## src/rtl/popcount_sequencer_pkg.sv

```systemverilog
// Shared types and constants for the sliced popcount sequencer: FSM encoding,
// default word/slice widths and the constant clog2 used to size counters.
package popcount_sequencer_pkg;

  localparam int DEF_WORD_W  = 32;
  localparam int DEF_SLICE_W = 8;

  typedef enum logic [1:0] {
    IDLE  = 2'd0,
    COUNT = 2'd1,
    DONE  = 2'd2
  } state_e;

  function automatic int clog2(input int value);
    int r;
    r = 0;
    while ((1 << r) < value) begin
      r = r + 1;
    end
    return r;
  endfunction

endpackage

```

## src/rtl/popcount_sequencer_if.sv

```systemverilog
// Producer/consumer handshake bundle for popcount_sequencer; the master side is
// the word producer plus result consumer, the slave side is the sequencer.
interface popcount_sequencer_if #(
  parameter int WORD_W = popcount_sequencer_pkg::DEF_WORD_W
) ();

  localparam int CNT_W = popcount_sequencer_pkg::clog2(WORD_W + 1);

  logic              in_valid;
  logic              in_ready;
  logic [WORD_W-1:0] in_data;
  logic              out_valid;
  logic              out_ready;
  logic [CNT_W-1:0]  out_count;
  logic              busy;

  modport master (
    output in_valid, in_data, out_ready,
    input  in_ready, out_valid, out_count, busy
  );

  modport slave (
    input  in_valid, in_data, out_ready,
    output in_ready, out_valid, out_count, busy
  );

endinterface

```

## src/rtl/popcount_sequencer_slice_popcount.sv

```systemverilog
// Purely combinational ones counter for one SLICE_W-bit slice; zero latency,
// no handshake (the sequencer owns all flow control).
module slice_popcount
  import popcount_sequencer_pkg::*;
#(
  parameter int SLICE_W = DEF_SLICE_W,
  localparam int PC_W   = clog2(SLICE_W + 1)
) (
  input  logic [SLICE_W-1:0] slice_i,
  output logic [PC_W-1:0]    count_o
);

  always_comb begin
    count_o = '0;
    for (int i = 0; i < SLICE_W; i++) begin
      count_o = count_o + PC_W'(slice_i[i]);
    end
  end

endmodule

```

## src/rtl/popcount_sequencer.sv

```systemverilog
// Counts ones in a WORD_W word one SLICE_W slice per cycle; result after NUM_SLICES cycles
// (1..NUM_SLICES with POPCOUNT_ZERO_SKIP_EN), held in DONE until out_ready, in_ready low while counting.
module popcount_sequencer
  import popcount_sequencer_pkg::*;
#(
  parameter int WORD_W  = DEF_WORD_W,
  parameter int SLICE_W = DEF_SLICE_W
) (
  input  logic               clk,
  input  logic               rst,
  popcount_sequencer_if.slave bus
);

  localparam int NUM_SLICES = WORD_W / SLICE_W;
  localparam int CNT_W      = clog2(WORD_W + 1);
  localparam int PC_W       = clog2(SLICE_W + 1);
  localparam int IDX_W      = (NUM_SLICES > 1) ? clog2(NUM_SLICES) : 1;
  localparam logic [IDX_W-1:0] LAST_IDX = IDX_W'(NUM_SLICES - 1);

  state_e            state_q, state_d;
  logic [WORD_W-1:0] shreg_q, shreg_d;
  logic [CNT_W-1:0]  acc_q, acc_d;
  logic [IDX_W-1:0]  idx_q, idx_d;

  logic [PC_W-1:0]   slice_cnt;
  logic              accept;
  logic              last_slice;

  slice_popcount #(
    .SLICE_W (SLICE_W)
  ) u_slice_popcount (
    .slice_i (shreg_q[SLICE_W-1:0]),
    .count_o (slice_cnt)
  );

`ifdef POPCOUNT_ZERO_SKIP_EN
  // Once nothing but zeros remains above the current slice, this slice is the last.
  assign last_slice = (idx_q == LAST_IDX) || ((shreg_q >> SLICE_W) == '0);
`else
  assign last_slice = (idx_q == LAST_IDX);
`endif

  assign bus.in_ready  = (state_q == IDLE) || ((state_q == DONE) && bus.out_ready);
  assign bus.out_valid = (state_q == DONE);
  assign bus.out_count = acc_q;
  assign bus.busy      = (state_q == COUNT);
  assign accept        = bus.in_valid && bus.in_ready;

  always_comb begin
    state_d = state_q;
    shreg_d = shreg_q;
    acc_d   = acc_q;
    idx_d   = idx_q;
    case (state_q)
      IDLE: begin
        if (accept) begin
          shreg_d = bus.in_data;
          acc_d   = '0;
          idx_d   = '0;
          state_d = COUNT;
        end
      end
      COUNT: begin
        acc_d   = acc_q + CNT_W'(slice_cnt);
        shreg_d = shreg_q >> SLICE_W;
        idx_d   = idx_q + IDX_W'(1);
        if (last_slice) begin
          state_d = DONE;
        end
      end
      DONE: begin
        // accept implies out_ready here, so a new word can follow with no idle cycle
        if (accept) begin
          shreg_d = bus.in_data;
          acc_d   = '0;
          idx_d   = '0;
          state_d = COUNT;
        end else if (bus.out_ready) begin
          state_d = IDLE;
        end
      end
      default: begin
        state_d = IDLE;
      end
    endcase
  end

  always_ff @(posedge clk or posedge rst) begin
    if (rst) begin
      state_q <= IDLE;
      shreg_q <= '0;
      acc_q   <= '0;
      idx_q   <= '0;
    end else begin
      state_q <= state_d;
      shreg_q <= shreg_d;
      acc_q   <= acc_d;
      idx_q   <= idx_d;
    end
  end

  a_out_hold: assert property (@(posedge clk) disable iff (rst)
    (bus.out_valid && !bus.out_ready) |=> (bus.out_valid && $stable(bus.out_count)));

  a_no_overflow: assert property (@(posedge clk) disable iff (rst)
    (int'(acc_q) <= WORD_W));

endmodule

```

## src/flat_wrapper.sv

```systemverilog
// flat-port wrapper written by rule: the top's interface ports become plain ports
module popcount_sequencer_flat import popcount_sequencer_pkg::*;
#(
  parameter int WORD_W  = DEF_WORD_W,
  parameter int SLICE_W = DEF_SLICE_W
)
  (clk, rst, bus_in_valid, bus_in_data, bus_out_ready, bus_in_ready, bus_out_valid, bus_out_count, bus_busy);
  popcount_sequencer_if #(.WORD_W(WORD_W)) bus_i ();
  input  logic clk;
  input  logic rst;
  input wire logic [$bits(bus_i.in_valid)-1:0] bus_in_valid;
  input wire logic [$bits(bus_i.in_data)-1:0] bus_in_data;
  input wire logic [$bits(bus_i.out_ready)-1:0] bus_out_ready;
  output wire logic [$bits(bus_i.in_ready)-1:0] bus_in_ready;
  output wire logic [$bits(bus_i.out_valid)-1:0] bus_out_valid;
  output wire logic [$bits(bus_i.out_count)-1:0] bus_out_count;
  output wire logic [$bits(bus_i.busy)-1:0] bus_busy;
  assign bus_i.in_valid = bus_in_valid;
  assign bus_i.in_data = bus_in_data;
  assign bus_i.out_ready = bus_out_ready;
  assign bus_in_ready = bus_i.in_ready;
  assign bus_out_valid = bus_i.out_valid;
  assign bus_out_count = bus_i.out_count;
  assign bus_busy = bus_i.busy;
  popcount_sequencer #(.WORD_W(WORD_W), .SLICE_W(SLICE_W)) u_core (.clk(clk), .rst(rst), .bus(bus_i));
endmodule
```

## config.mk

```make
export PLATFORM = sky130hd
export DESIGN_NAME = popcount_sequencer_flat
export DESIGN_NICKNAME = d
export VERILOG_FILES = /design/src/rtl/popcount_sequencer_pkg.sv /design/src/rtl/popcount_sequencer_if.sv /design/src/rtl/popcount_sequencer_slice_popcount.sv /design/src/rtl/popcount_sequencer.sv /design/src/flat_wrapper.sv
export SDC_FILE = /design/constraint.sdc
export NUM_CORES = 1
export LEC_CHECK = 0
export ABC_AREA = 1
export CAP_MARGIN = 5
export CORE_MARGIN = 2
export CORE_UTILIZATION = 53
export CTS_BUF_LIST = sky130_fd_sc_hd__clkbuf_2
export DETAILED_ROUTE_END_ITERATION = 7
export GPL_TIMING_DRIVEN = 0
export PLACE_DENSITY = 0.83
export SKIP_LAST_GASP = 1
export SYNTH_ARGS = -nofsm -noshare
export SYNTH_HDL_FRONTEND = slang
export SYNTH_SLANG_ARGS = --single-unit
```

## constraint.sdc

```tcl
create_clock -name clk -period 4.25 [get_ports clk]
set_clock_uncertainty 0.1 [all_clocks]
set_input_delay 0.425 -clock clk [delete_from_list [all_inputs] [get_ports clk]]
set_output_delay 0.425 -clock clk [all_outputs]
set_load 0.02 [all_outputs]
```

* Word-level counts from Yosys, hierarchy flattened *
Index checks and enable logic that the tools add are counted.

storage, ports and cells
  register bits = 42
  memory bits (read-only) = 0
  output and inout bits = 9
  logic and storage cells = 39
  RAM bits = 0
  memories = 0
  bits in latches = 0

operators by class
  divide/modulo/power cells = 0
  $add $sub $neg = 9
  shifts and indexed selects = 0
  reductions and logical operators = 8
  bitwise operators = 0
  equality and inequality tests = 7
  $mul = 0
  mux-type cells = 11
  order comparisons = 0

operators by type and width
  operator             number
  $pmux 32 s2          1
  $mux 32              1
  $add 4x1->4          4
  $pmux 6 s2           1
  $mux 2               5
  $add 6x4->6          1
  $mux 6               1
  $ne 2x1->1 const B   3
  $pmux 2 s3           1
  $add 3x1->4          1
  $eq 2x2->1 const B   2
  $pmux 2 s2           1
  $add 2x1->3          1
  $ne 3x2->1 const B   1
  $reduce_and 3->1     1
  $add 1x1->2          1
  $add 2x1->2 const B  1
  $eq 2x1->1 const B   1
  $logic_and 1x1->1    2
  $logic_not 2->1      1
  $reduce_and 2->1     1
  $reduce_bool 2->1    1
  $reduce_or 2->1      1
  $logic_or 1x1->1     1

* Longest topological paths before layout *
  depth after elaboration = 9
  depth in mapped cells = 13

* Hierarchy *
A second synthesis with hierarchy kept.

unflattened totals
  cell total of the unflattened synthesis = 262
  area, all modules = 2,207.1 um2

modules (own cells, without submodules)
  module              sequential area each (um2)  cells an instance  times used  area an instance (um2)
  popcount_sequencer  1,051.0                     233                1           2,005.7
  slice_popcount      0.0                         29                 1           201.4

* Worst setup path after synthesis *
No wires, ideal clock.

  kind = register to register
  from = reg u_core.shreg_q[0]
  to = reg u_core.acc_q[4] (netlist: u_core.bus.out_count[4])
  data arrival time = 3.032 ns
  required time = 4.031 ns
  path buffers = 0
  cell stages (with the launch flop) = 11
  clock period less this slack = 3.252 ns
  slack = 0.998 ns
  library setup time = 0.119 ns
  path through = dfrtp_1 fa_1 inv_1 fa_1 fa_1 fa_1 fa_1 o21ai_0 nand3_1 nand2_1 nor2_1

on the way
  word-level cells in the longest chain between the ends = 9

RTL lines
  element                    RTL line                                 RTL
  start, declared            popcount_sequencer.sv:21                 logic [WORD_W-1:0] shreg_q, shreg_d;
  start signal, assigned     popcount_sequencer.sv:96                 shreg_q <= shreg_d;
  $add 1x1->2                popcount_sequencer_slice_popcount.sv:16  count_o = count_o + PC_W'(slice_i[i]);
  $add 2x1->3                popcount_sequencer_slice_popcount.sv:16
  $add 3x1->4                popcount_sequencer_slice_popcount.sv:16
  $add 4x1->4 (4 in series)  popcount_sequencer_slice_popcount.sv:16
  $add 6x4->6                popcount_sequencer.sv:64                 acc_d = acc_q + CNT_W'(slice_cnt);
  $pmux 6 s2                 popcount_sequencer.sv:54                 case (state_q)
  end signal, assigned       popcount_sequencer.sv:92                 acc_q <= '0;
  end signal, assigned       popcount_sequencer.sv:97                 acc_q <= acc_d;
  end, declared              popcount_sequencer.sv:22                 logic [CNT_W-1:0] acc_q, acc_d;

No other way between the ends.
A chain may end at the register's enable or synchronous reset.

* Worst setup path after layout *
Ends and elaborated chain as after synthesis.

==> results.ini <==
[setup_path]
path_max_fanout = 2
r2r_setup_slack_ns = 0.81
r2r-start = u_core.shreg_q[0]$_DFFE_PP0P_
arrival_ns = 3.67
rr_worst_depth = 10
critPathCaptureType = flop
timing.rr.end = u_core.bus.out_count[4]$_DFFE_PP0P_
start_kind = flop
crit_type = reg -> reg
critPathRequiredTime_ns = 4.48

[drt]
drc = 0
drt_iter0_drc = 83
routed_wl_um = 4420
ant_nets = 0
vias = 1762
wl_per_cell_um = 12.8
first_pass_iters = 4
viasPerCell = 5.12

[synthesis]
synthArstFlopShare_pct = 100
syn_inst = 243
yosys.cell_types.count = 24
ys_seq_area_share_pct = 49.2
synthFlopType = dfrtp_1
synth_warnings = 0
synth_common_cells = nand2_1 (75), dfrtp_1 (42), nor2_1 (28), a31oi_1 (24), inv_1 (17)
netlist_area_um2 = 2130
ys_ff_latch = 42
synth_top_area_share_pct = 49.2
ys_top_cells_by_area = dfrtp_1 (49%), nand2_1 (13%), a31oi_1 (7.0%)
synth_area_per_cell_um2 = 8.78
synthesis.nets = 291
synth_most_common_cell = nand2_1
synth_edf_count = 0
yosys.area.top_type = dfrtp_1

[floorplan]
initial_utilization_pct = 54.1
dieArea_um2 = 4550
die_x_um = 67.5
die_h_um = 67.5
rows = 23
core_um2 = 3940
pin_count = 45

[hold_path]
worstHoldStart = bus_in_valid
whs_path_depth = 3
min_to = u_core.shreg_q[24]$_DFFE_PP0P_
hold_path.class = in -> reg

[clock_tree]
numCtsBuffers = 5
worst_skew_pair.late_latency_ns = 0.40
ctsLongestPathBuffers = 2
htreeDepth = 2
cts_resized = 0
post-cts-setup-buffer-count = 0
path_clk_slew_ns = 0.21
cts_root_buf = clkbuf_2
clock-sinks = 42
cts_tree = yes
hold_buffers = 0

[global_route]
grt_pass1_vias = 1743
track_usage_pct = 22.5
grt_overflow_total = 0
grt_pass1_wl_um = 7470
grt_max_degree = 43
antenna_found_initial = 0

[layout]
fin_nets = 341
diodes = 0
drive_gt1_share_pct = 7.82
areaGrowthSynthToFinish_pct = 26.3

[sta]
min_period_over_period_pct = 81.0
setup_viol = 0
finalSetupTns_ns = 0
max_clock_freq_mhz = 291
worst_pin_slew_ns = 0.847
grt_setup_unrepaired = no
final_max_slew_viol_count = 0
hold_viol_final = 0
relSlewSlack_pct = 43.5
holdWs_ns = 0.234
period_needed_ns = 3.44

[power_and_ir_drop]
peakVddDrop_v = 0.000581
power.leakage_nw = 1.28
p_per_area_nw_per_um2 = 909

[place]
place.detailed.hpwl_um = 3440
numPortBuffers = 43
gp_congestion = 0.828

[status]
run_status = complete, no violations

[job]
maxCapViolCount = 0

-- critical path, stage by stage (launching register included) --
cell     delay [ns]
dfrtp_1        0.46
fa_1           0.53
inv_1          0.05
fa_1           0.50
fa_1           0.43
fa_1           0.41
fa_1           0.41
o21ai_0        0.26
nand3_1        0.10
nand2_1        0.07
nor2_1         0.04
-- cell usage in the layout (no fill, tap or decap) --
| master | Yosys | layout |
|---|---|---|
| buf_2 | 3 | 3 |
| inv_1 | 17 | 16 |
| a21oi_2 | 1 | 1 |
| o21ai_0 | 3 | 3 |
| clkinvlp_4 | 0 | 1 |
| o22ai_1 | 1 | 1 |
| clkdlybuf4s50_1 | 0 | 43 |
| clkbuf_2 | 0 | 6 |
| nor2_1 | 28 | 28 |
| bufinv_16 | 0 | 1 |
| nand2_4 | 1 | 1 |
| o31ai_1 | 1 | 1 |
| inv_2 | 1 | 2 |
| xor2_1 | 1 | 1 |
| inv_6 | 1 | 1 |
| nand2_1 | 75 | 75 |
| nand3_1 | 13 | 13 |
| dfrtp_1 | 42 | 42 |
| nand2_2 | 1 | 1 |
| a21boi_1 | 1 | 1 |
| clkbuf_1 | 4 | 4 |
| a21oi_1 | 5 | 5 |
| nand3_4 | 1 | 1 |
| buf_6 | 5 | 5 |
| fa_1 | 5 | 5 |
| a22o_1 | 2 | 2 |
| a31oi_1 | 24 | 24 |
| ha_1 | 7 | 7 |
-- flip-flops by register name, summed over array words and instances (netlist names) --
signal	cells
u_core.shreg_q	32
u_core.bus.out_count	6
u_core.idx_q	2
u_core.state_q	2
-- layer usage --
layer / GRT usage, % / wire [µm]
met4: 7.91 / 57
met5: 0 / 0
met2: 38.1 / 2290
met1: 27.7 / 1840
met3: 5.83 / 233
-- area by class of cell --
type	instances	area, µm²
clock inverters	2	37.5
plain buffers	12	86.3
flip-flops and latches	42	1050
inverters	19	76.3
clock buffers	6	30.0
fillers	334	1250
well taps	50	62.6
multi-input cells	170	921
repair buffers	43	430
-- cell families after synthesis --
| logic type | Yosys count | share of synthesized area (%) |
|---|---|---|
| simple gates | 119 | 22.8 |
| flops | 42 | 49.2 |
| compound gates | 38 | 11.1 |
| buf+inv | 31 | 7.62 |
| fa+ha+maj | 12 | 8.79 |
| xor+xnor | 1 | 0.410 |
-- stage by stage --
step           instance area [µm²]  cells  setup WS (ns)  utilization, %  total power, mW
4_1_cts                       2700    344          0.796            68.4             2.47
6_report                      2700    344          0.809            68.4             2.45
2_1_floorplan                 2130    243          0.998               -             1.85
5_1_grt                       2700    344          0.614            68.4             2.72
3_3_place_gp                  2630    336          0.863            66.6             2.17
3_5_place_dp                  2630    336          0.849            66.6             2.24
-- where the power goes --
part / switching [mW] / internal, mW
Clock: 0.132 / 0.102
Combinational: 0.863 / 0.631
Sequential: 0.114 / 0.609
-- how the worst max path moves through the flow --
stage / depth (start not counted) / start / to / slack (ns)
6_report: 10 / u_core.shreg_q[0]$_DFFE_PP0P_ / u_core.bus.out_count[4]$_DFFE_PP0P_ / 0.81
5_1_grt: 10 / u_core.shreg_q[0]$_DFFE_PP0P_ / u_core.bus.out_count[4]$_DFFE_PP0P_ / 0.61
4_1_cts: 10 / u_core.shreg_q[0]$_DFFE_PP0P_ / u_core.bus.out_count[4]$_DFFE_PP0P_ / 0.80
3_5_place_dp: 10 / u_core.shreg_q[0]$_DFFE_PP0P_ / u_core.bus.out_count[4]$_DFFE_PP0P_ / 0.85
3_3_place_gp: 10 / u_core.shreg_q[0]$_DFFE_PP0P_ / u_core.bus.out_count[4]$_DFFE_PP0P_ / 0.86
2_1_floorplan: 10 / u_core.shreg_q[0]$_DFFE_PP0P_ / u_core.bus.out_count[4]$_DFFE_PP0P_ / 1.0
Power figures use the tool's default switching activity.
